### src/rtl/spi_frame_reader_if.sv
// spi_frame_reader_if: request/response signals and SPI pins of one frame reader.
interface spi_frame_reader_if #(
    parameter int NUM_CH  = 1,
    parameter int W       = 16,
    parameter int LO_BITS = 4
);
    localparam int CW = NUM_CH > 1 ? $clog2(NUM_CH) : 1;
    logic                 start_transfer;
    logic [CW-1:0]        ch_sel;
    logic [NUM_CH-1:0]    miso;
    logic                 spi_clk;
    logic                 mosi;
    logic [NUM_CH-1:0]    cs_n;
    logic                 busy;
    logic                 data_valid;
    logic [W-1:0]         frame_data;
    logic [W-LO_BITS-1:0] data_hi;
    logic [LO_BITS-1:0]   data_lo;
    logic [CW-1:0]        frame_ch;
    logic                 sel_err;
    // master is the frame reader; slave is the polling controller plus the remote boards
    modport master (
        input  start_transfer, ch_sel, miso,
        output spi_clk, mosi, cs_n, busy, data_valid, frame_data, data_hi, data_lo, frame_ch, sel_err
    );
    modport slave (
        output start_transfer, ch_sel, miso,
        input  spi_clk, mosi, cs_n, busy, data_valid, frame_data, data_hi, data_lo, frame_ch, sel_err
    );
endinterface

### src/rtl/spi_frame_reader.sv
// spi_frame_reader: mode-0 SPI master reading one FRAME_BYTES frame from a selected slave.
module spi_frame_reader #(
    parameter int         CLKS_PER_HALF_BIT = 2,
    parameter int         FRAME_BYTES       = 2,
    parameter int         NUM_CH            = 1,
    parameter int         LO_BITS           = 4,
    parameter logic [7:0] TX_BYTE           = 8'h21,
    parameter int         CS_GAP_CYCLES     = 4
) (
    input logic                clk,
    input logic                reset,
    spi_frame_reader_if.master bus_if
);
    localparam int H    = CLKS_PER_HALF_BIT;
    localparam int W    = 8 * FRAME_BYTES;
    localparam int CW   = NUM_CH > 1 ? $clog2(NUM_CH) : 1;
    localparam int CMAX = 2 * H > CS_GAP_CYCLES ? 2 * H : CS_GAP_CYCLES;
    localparam int NW   = $clog2(CMAX);
    localparam int BW   = $clog2(W);
    localparam logic [NW-1:0] H_END = NW'(H - 1);
    localparam logic [NW-1:0] H_MID = NW'(H);
    localparam logic [NW-1:0] B_END = NW'(2 * H - 1);
    localparam logic [NW-1:0] G_END = NW'(CS_GAP_CYCLES - 1);
    localparam logic [BW-1:0] W_END = BW'(W - 1);

    typedef enum logic [2:0] {IDLE, SETUP, SHIFT, HOLD, DONE, GAP} state_t;

    state_t            state_q, state_d;
    logic [NW-1:0]     cnt_q, cnt_d;
    logic [BW-1:0]     bit_q, bit_d;
    logic [CW-1:0]     ch_q, ch_d, frame_ch_q;
    logic [NUM_CH-1:0] cs_n_q, cs_n_d;
    logic              sclk_q, sclk_d, mosi_q, mosi_d, busy_q, busy_d;
    logic              valid_q, sel_err_q;
    logic [W-1:0]      sh_q, frame_q;
    logic              accept, ch_ok, rx_bit;

    assign ch_ok  = {1'b0, bus_if.ch_sel} < (CW + 1)'(NUM_CH);
    assign accept = state_q == IDLE && bus_if.start_transfer;
    // only the selected slave's chip select is low, so masking with it picks its MISO
    assign rx_bit = |(bus_if.miso & ~cs_n_q);

    always_ff @(posedge clk) begin
        if (reset) begin
            state_q <= IDLE;
            cnt_q   <= '0;
            bit_q   <= '0;
            ch_q    <= '0;
        end else begin
            state_q <= state_d;
            cnt_q   <= cnt_d;
            bit_q   <= bit_d;
            ch_q    <= ch_d;
        end
    end

    always_comb begin
        state_d = state_q;
        cnt_d   = cnt_q + NW'(1);
        bit_d   = bit_q;
        ch_d    = ch_q;
        case (state_q)
            IDLE: begin
                cnt_d = '0;
                bit_d = '0;
                if (accept && ch_ok) begin
                    state_d = SETUP;
                    ch_d    = bus_if.ch_sel;
                end
            end
            SETUP: if (cnt_q == H_END) begin
                state_d = SHIFT;
                cnt_d   = '0;
            end
            SHIFT: if (cnt_q == B_END) begin
                cnt_d = '0;
                if (bit_q == W_END) state_d = HOLD;
                else bit_d = bit_q + BW'(1);
            end
            HOLD: if (cnt_q == H_END) begin
                state_d = DONE;
                cnt_d   = '0;
            end
            DONE: begin
                state_d = GAP;
                cnt_d   = '0;
            end
            GAP: if (cnt_q == G_END) state_d = IDLE;
            default: state_d = IDLE;
        endcase
    end

    // pins are registered from the next state so they change cleanly with the FSM
    always_comb begin
        cs_n_d = state_d inside {SETUP, SHIFT, HOLD} ? ~(NUM_CH'(1) << ch_d) : '1;
        sclk_d = state_d == SHIFT && cnt_d >= H_MID;
        mosi_d = state_d inside {SETUP, SHIFT} && TX_BYTE[~bit_d[2:0]];
        busy_d = state_d != IDLE;
    end

    always_ff @(posedge clk) begin
        if (reset) begin
            cs_n_q     <= '1;
            sclk_q     <= 1'b0;
            mosi_q     <= 1'b0;
            busy_q     <= 1'b0;
            valid_q    <= 1'b0;
            sel_err_q  <= 1'b0;
            sh_q       <= '0;
            frame_q    <= '0;
            frame_ch_q <= '0;
        end else begin
            cs_n_q    <= cs_n_d;
            sclk_q    <= sclk_d;
            mosi_q    <= mosi_d;
            busy_q    <= busy_d;
            valid_q   <= state_q == DONE;
            sel_err_q <= accept && !ch_ok;
            if (state_q == SHIFT && cnt_q == H_END) sh_q <= {sh_q[W-2:0], rx_bit};
            if (state_q == DONE) begin
                frame_q    <= sh_q;
                frame_ch_q <= ch_q;
            end
        end
    end

    assign bus_if.cs_n       = cs_n_q;
    assign bus_if.spi_clk    = sclk_q;
    assign bus_if.mosi       = mosi_q;
    assign bus_if.busy       = busy_q;
    assign bus_if.data_valid = valid_q;
    assign bus_if.sel_err    = sel_err_q;
    assign bus_if.frame_data = frame_q;
    assign bus_if.data_hi    = frame_q[W-1:LO_BITS];
    assign bus_if.data_lo    = frame_q[LO_BITS-1:0];
    assign bus_if.frame_ch   = frame_ch_q;
endmodule

### src/flat_wrapper.sv
// flat-port wrapper written by rule: the top's interface ports become plain ports
module spi_frame_reader_flat 
#(
    parameter int         CLKS_PER_HALF_BIT = 2,
    parameter int         FRAME_BYTES       = 2,
    parameter int         NUM_CH            = 1,
    parameter int         LO_BITS           = 4,
    parameter logic [7:0] TX_BYTE           = 8'h21,
    parameter int         CS_GAP_CYCLES     = 4
)
  (clk, reset, bus_if_start_transfer, bus_if_ch_sel, bus_if_miso, bus_if_spi_clk, bus_if_mosi, bus_if_cs_n, bus_if_busy, bus_if_data_valid, bus_if_frame_data, bus_if_data_hi, bus_if_data_lo, bus_if_frame_ch, bus_if_sel_err);
  spi_frame_reader_if #(.NUM_CH(NUM_CH), .W(16), .LO_BITS(LO_BITS)) bus_if_i ();
  input logic clk;
  input logic reset;
  input wire logic [$bits(bus_if_i.start_transfer)-1:0] bus_if_start_transfer;
  input wire logic [$bits(bus_if_i.ch_sel)-1:0] bus_if_ch_sel;
  input wire logic [$bits(bus_if_i.miso)-1:0] bus_if_miso;
  output wire logic [$bits(bus_if_i.spi_clk)-1:0] bus_if_spi_clk;
  output wire logic [$bits(bus_if_i.mosi)-1:0] bus_if_mosi;
  output wire logic [$bits(bus_if_i.cs_n)-1:0] bus_if_cs_n;
  output wire logic [$bits(bus_if_i.busy)-1:0] bus_if_busy;
  output wire logic [$bits(bus_if_i.data_valid)-1:0] bus_if_data_valid;
  output wire logic [$bits(bus_if_i.frame_data)-1:0] bus_if_frame_data;
  output wire logic [$bits(bus_if_i.data_hi)-1:0] bus_if_data_hi;
  output wire logic [$bits(bus_if_i.data_lo)-1:0] bus_if_data_lo;
  output wire logic [$bits(bus_if_i.frame_ch)-1:0] bus_if_frame_ch;
  output wire logic [$bits(bus_if_i.sel_err)-1:0] bus_if_sel_err;
  assign bus_if_i.start_transfer = bus_if_start_transfer;
  assign bus_if_i.ch_sel = bus_if_ch_sel;
  assign bus_if_i.miso = bus_if_miso;
  assign bus_if_spi_clk = bus_if_i.spi_clk;
  assign bus_if_mosi = bus_if_i.mosi;
  assign bus_if_cs_n = bus_if_i.cs_n;
  assign bus_if_busy = bus_if_i.busy;
  assign bus_if_data_valid = bus_if_i.data_valid;
  assign bus_if_frame_data = bus_if_i.frame_data;
  assign bus_if_data_hi = bus_if_i.data_hi;
  assign bus_if_data_lo = bus_if_i.data_lo;
  assign bus_if_frame_ch = bus_if_i.frame_ch;
  assign bus_if_sel_err = bus_if_i.sel_err;
  spi_frame_reader #(.CLKS_PER_HALF_BIT(CLKS_PER_HALF_BIT), .FRAME_BYTES(FRAME_BYTES), .NUM_CH(NUM_CH), .LO_BITS(LO_BITS), .TX_BYTE(TX_BYTE), .CS_GAP_CYCLES(CS_GAP_CYCLES)) u_core (.clk(clk), .reset(reset), .bus_if(bus_if_i));
endmodule
### config.mk
export PLATFORM = sky130hd
export DESIGN_NAME = spi_frame_reader_flat
export DESIGN_NICKNAME = d
export VERILOG_FILES = /design/src/rtl/spi_frame_reader_if.sv /design/src/rtl/spi_frame_reader.sv /design/src/flat_wrapper.sv
export SDC_FILE = /design/constraint.sdc
export NUM_CORES = 1
export LEC_CHECK = 0
export ABC_AREA = 1
export CORE_ASPECT_RATIO = 0.75
export CORE_MARGIN = 2
export CORE_UTILIZATION = 43
export CTS_CLUSTER_DIAMETER = 120
export DETAILED_ROUTE_END_ITERATION = 12
export HOLD_SLACK_MARGIN = 0.06
export PLACE_DENSITY = 0.69
export SLEW_MARGIN = 25
export SYNTH_ARGS = -nofsm -noshare
export SYNTH_HDL_FRONTEND = slang
export SYNTH_SLANG_ARGS = --single-unit
### constraint.sdc
create_clock -name clk -period 1.7 [get_ports clk]
set_input_delay 0.255 -clock clk [delete_from_list [all_inputs] [get_ports clk]]
set_output_delay 0.255 -clock clk [all_outputs]
set_load 0.02 [all_outputs]
==> metrics.yaml <==
drtIter0Drc: 93
p_seq_share_pct: 54.1
port_buffers: 43
routedWlPerCell_um: 11.6
instances_no_fill: 371
seq_area_um2: 981
status: "finished, final reports clean"
hold_buffers: 0
hold_depth: 2
crit_fanout: 3
cp.arrival_ps: 1290
die_area_mm2: 0.00545
leakage_nw: 1.17
power_frac_comb_pct: 5.3
fin_nets: 322
grt_use_total_pct: 16.9
synth_fp_nets: 290
fin_crit_ps: 1540
synthCells: 281
worst_slew_pin_slew_ps: 314
initial_core_util_pct: 45.8
drt-total-wl_um: 4290
setup_violations: 0
grt_max_degree: 36
drv_cap: 0
clkLatencyLatePin_ps: 310
startpoint: "u_core.bus_if.frame_data[13]"
numCtsBuffers: 5
diodes: 0
viasPerCell: 4.80
power_mw: 2.16
cts_sinks: 49
synth.avg_cell_area_um2: 7.45
hold_class: "reg -> reg"
crit_buf_inv: 1
grt-ovfl-total: 0
rr_startpoint: "u_core.cnt_q[0]"
grt_pass1_vias: 1596
io-pin-count: 44
rows: 21
crit_family: "buffers and inverters"
cts_tree: "built"
r2r_end: "u_core.bus_if.busy"
place_hpwl_um: 2920
required_ps: 1440
drive_gt1_share_pct: 8.92
core_mm2: 0.00457
drc_errors: 0
cts_root_buffer: "clkbuf_8"
relSlewSlack_pct: 79.0
postRouteAntennaNets: 0
antenna_found_initial: 0
min_delay_worst_endpoint: "u_core.sh_q[0]"
worstSetupStartpointType: "register"
maxSlewViolCount: 0
min_from: "u_core.sh_q[0]"
cpPeakStageDelay_ps: 620
grt_pass1_wl_um: 7470
rsz0062_at_grt: "false"
yosysUniqueCellTypes: 24
critical_path_class: "reg -> out"
h-tree-depth: 2
syn2layout_area_growth_pct: 24.7
cts.path.max_buffers: 2
die_y_um: 64.4
period_share_pct: 90.6
path_cells: "clkdlybuf4s50_1"
drtPass1Iterations: 4
critPathCaptureType: "primary output"
place.gp.congestion: 0.931
reg2reg_depth: 8
netSwitchingPower_mw: 0.475
fin_setup_tns_ps: 0
synth.cell_area_mm2: 0.00209
yosys_warnings: 0
hold_viol: 0
p_int_mw: 1.68
fmax_ghz: 0.649
die_width_um: 84.6
vdd_drop_max_mv: 0.578
ys_seq_elements: 49
clk_pin_slew_ps: 90
sw_frac_of_total_pct: 22.0
powerDensity_mw_per_mm2: 826
clockPowerShare_pct: 40.6
multi_input_area_um2: 865
num_vias: 1782
slowest_stage: "clkdlybuf4s50_1"
yosysSeqAreaShare_pct: 46.9
whs_ps: 492
fin_skew_ps: 9.44
utilization_pct: 57.1
ff2ff_setup_slack_ps: 240
num-fill-cells: 431
placed_cells: 363
==> cells by family (layout without fill, tap and decap cells) <==
group           after synthesis  count (layout)  share of synthesized area [%]
buf+inv                      47              80                           12.1
compound gates               43              43                           10.5
simple gates                138             138                           28.2
flops                        49              49                           46.9
fa+ha+maj                     4               4                           2.39
==> power by group through the flow <==
stage,Sequential [mW],Combinational (mW),Clock [mW]
after CTS,1.17,0.114,0.893
after global routing,1.17,0.126,0.937
after global placement,1.19,0.112,0
after floorplan,1.20,0.0606,0
final,1.17,0.114,0.875
after detailed placement,1.19,0.112,0
==> layout make-up <==
class | instances | share of cell area, %
Sequential cell | 49 | 37.6
Multi-Input combinational cell | 185 | 33.1
Timing Repair Buffer | 49 | 18.7
Inverter | 23 | 3.31
Clock buffer | 6 | 3.16
Tap cell | 57 | 2.73
Clock inverter | 2 | 1.44
==> metrics by stage <==
step,area (um2),setup slack [ps]
floorplan,2090,432
global placement,2490,276
detailed placement,2490,221
CTS,2610,148
global route,2610,52.7
finish,2610,160
==> state kept, by name, indices dropped and copies added (netlist names) <==
name                      flops
u_core.bus_if.mosi            1
u_core.bus_if.spi_clk         1
u_core.ch_q                   1
u_core.bit_q                  4
u_core.bus_if.frame_data     16
u_core.bus_if.busy            1
u_core.bus_if.frame_ch        1
u_core.sh_q                  16
u_core.bus_if.sel_err         1
u_core.bus_if.data_valid      1
u_core.state_q                3
u_core.bus_if.cs_n            1
u_core.cnt_q                  2
==> how the worst max path moves through the flow <==
stage,end,slack (ps),cells past startpoint
floorplan,u_core.bus_if.mosi,430,9
global placement,u_core.sh_q[15],280,6
detailed placement,u_core.sh_q[15],220,6
CTS,bus_if_data_hi[6],150,1
global route,u_core.bus_if.busy,50,8
finish,bus_if_data_hi[9],160,1
==> cells in the mapped netlist <==
library cell | n | area share (%)
buf_2 | 1 | 0.24
nor3_2 | 1 | 0.48
nor2_1 | 84 | 15
nor2_4 | 2 | 1.1
ha_1 | 4 | 2.4
inv_1 | 18 | 3.2
inv_2 | 5 | 0.90
o21ai_0 | 35 | 8.4
nand2_1 | 30 | 5.4
clkbuf_1 | 4 | 0.72
dfxtp_1 | 49 | 47
nor3_1 | 1 | 0.24
nand3_1 | 11 | 2.6
a211oi_1 | 1 | 0.36
nand3b_1 | 1 | 0.36
nand2_2 | 1 | 0.30
buf_6 | 1 | 0.54
nand4_1 | 3 | 0.90
o21a_1 | 1 | 0.36
and2_1 | 1 | 0.30
a21oi_1 | 6 | 1.4
buf_4 | 18 | 6.5
nor2_2 | 2 | 0.60
nand3_4 | 1 | 0.84
==> repair_timing <==
item	in CTS	in global routing
setup endpoints to repair	0	2
resized for setup	0	2
buffers inserted	0	0
==> cell usage in the layout (no fill, tap or decap), drive strengths merged <==
master,Yosys,routed
o21ai,35,35
nand2,31,31
nor3,2,2
nand3,12,12
and2,1,1
buf,20,6
nand4,3,3
clkbuf,4,6
a211oi,1,1
inv,23,23
bufinv,0,1
clkdlybuf4s50,0,43
nor2,88,88
o21a,1,1
clkinvlp,0,1
nand3b,1,1
ha,4,4
dfxtp,49,49
a21oi,6,6
==> routing by layer <==
metal  wire, um  global-route usage [%]  up-vias
li1           -                       -      938
met1       2200                    23.8      788
met2       1770                    24.4       49
met3        240                    4.08        7
met4         77                    8.13        0
met5          0                       0        -
Note: power is estimated with default switching activity, not from simulation.
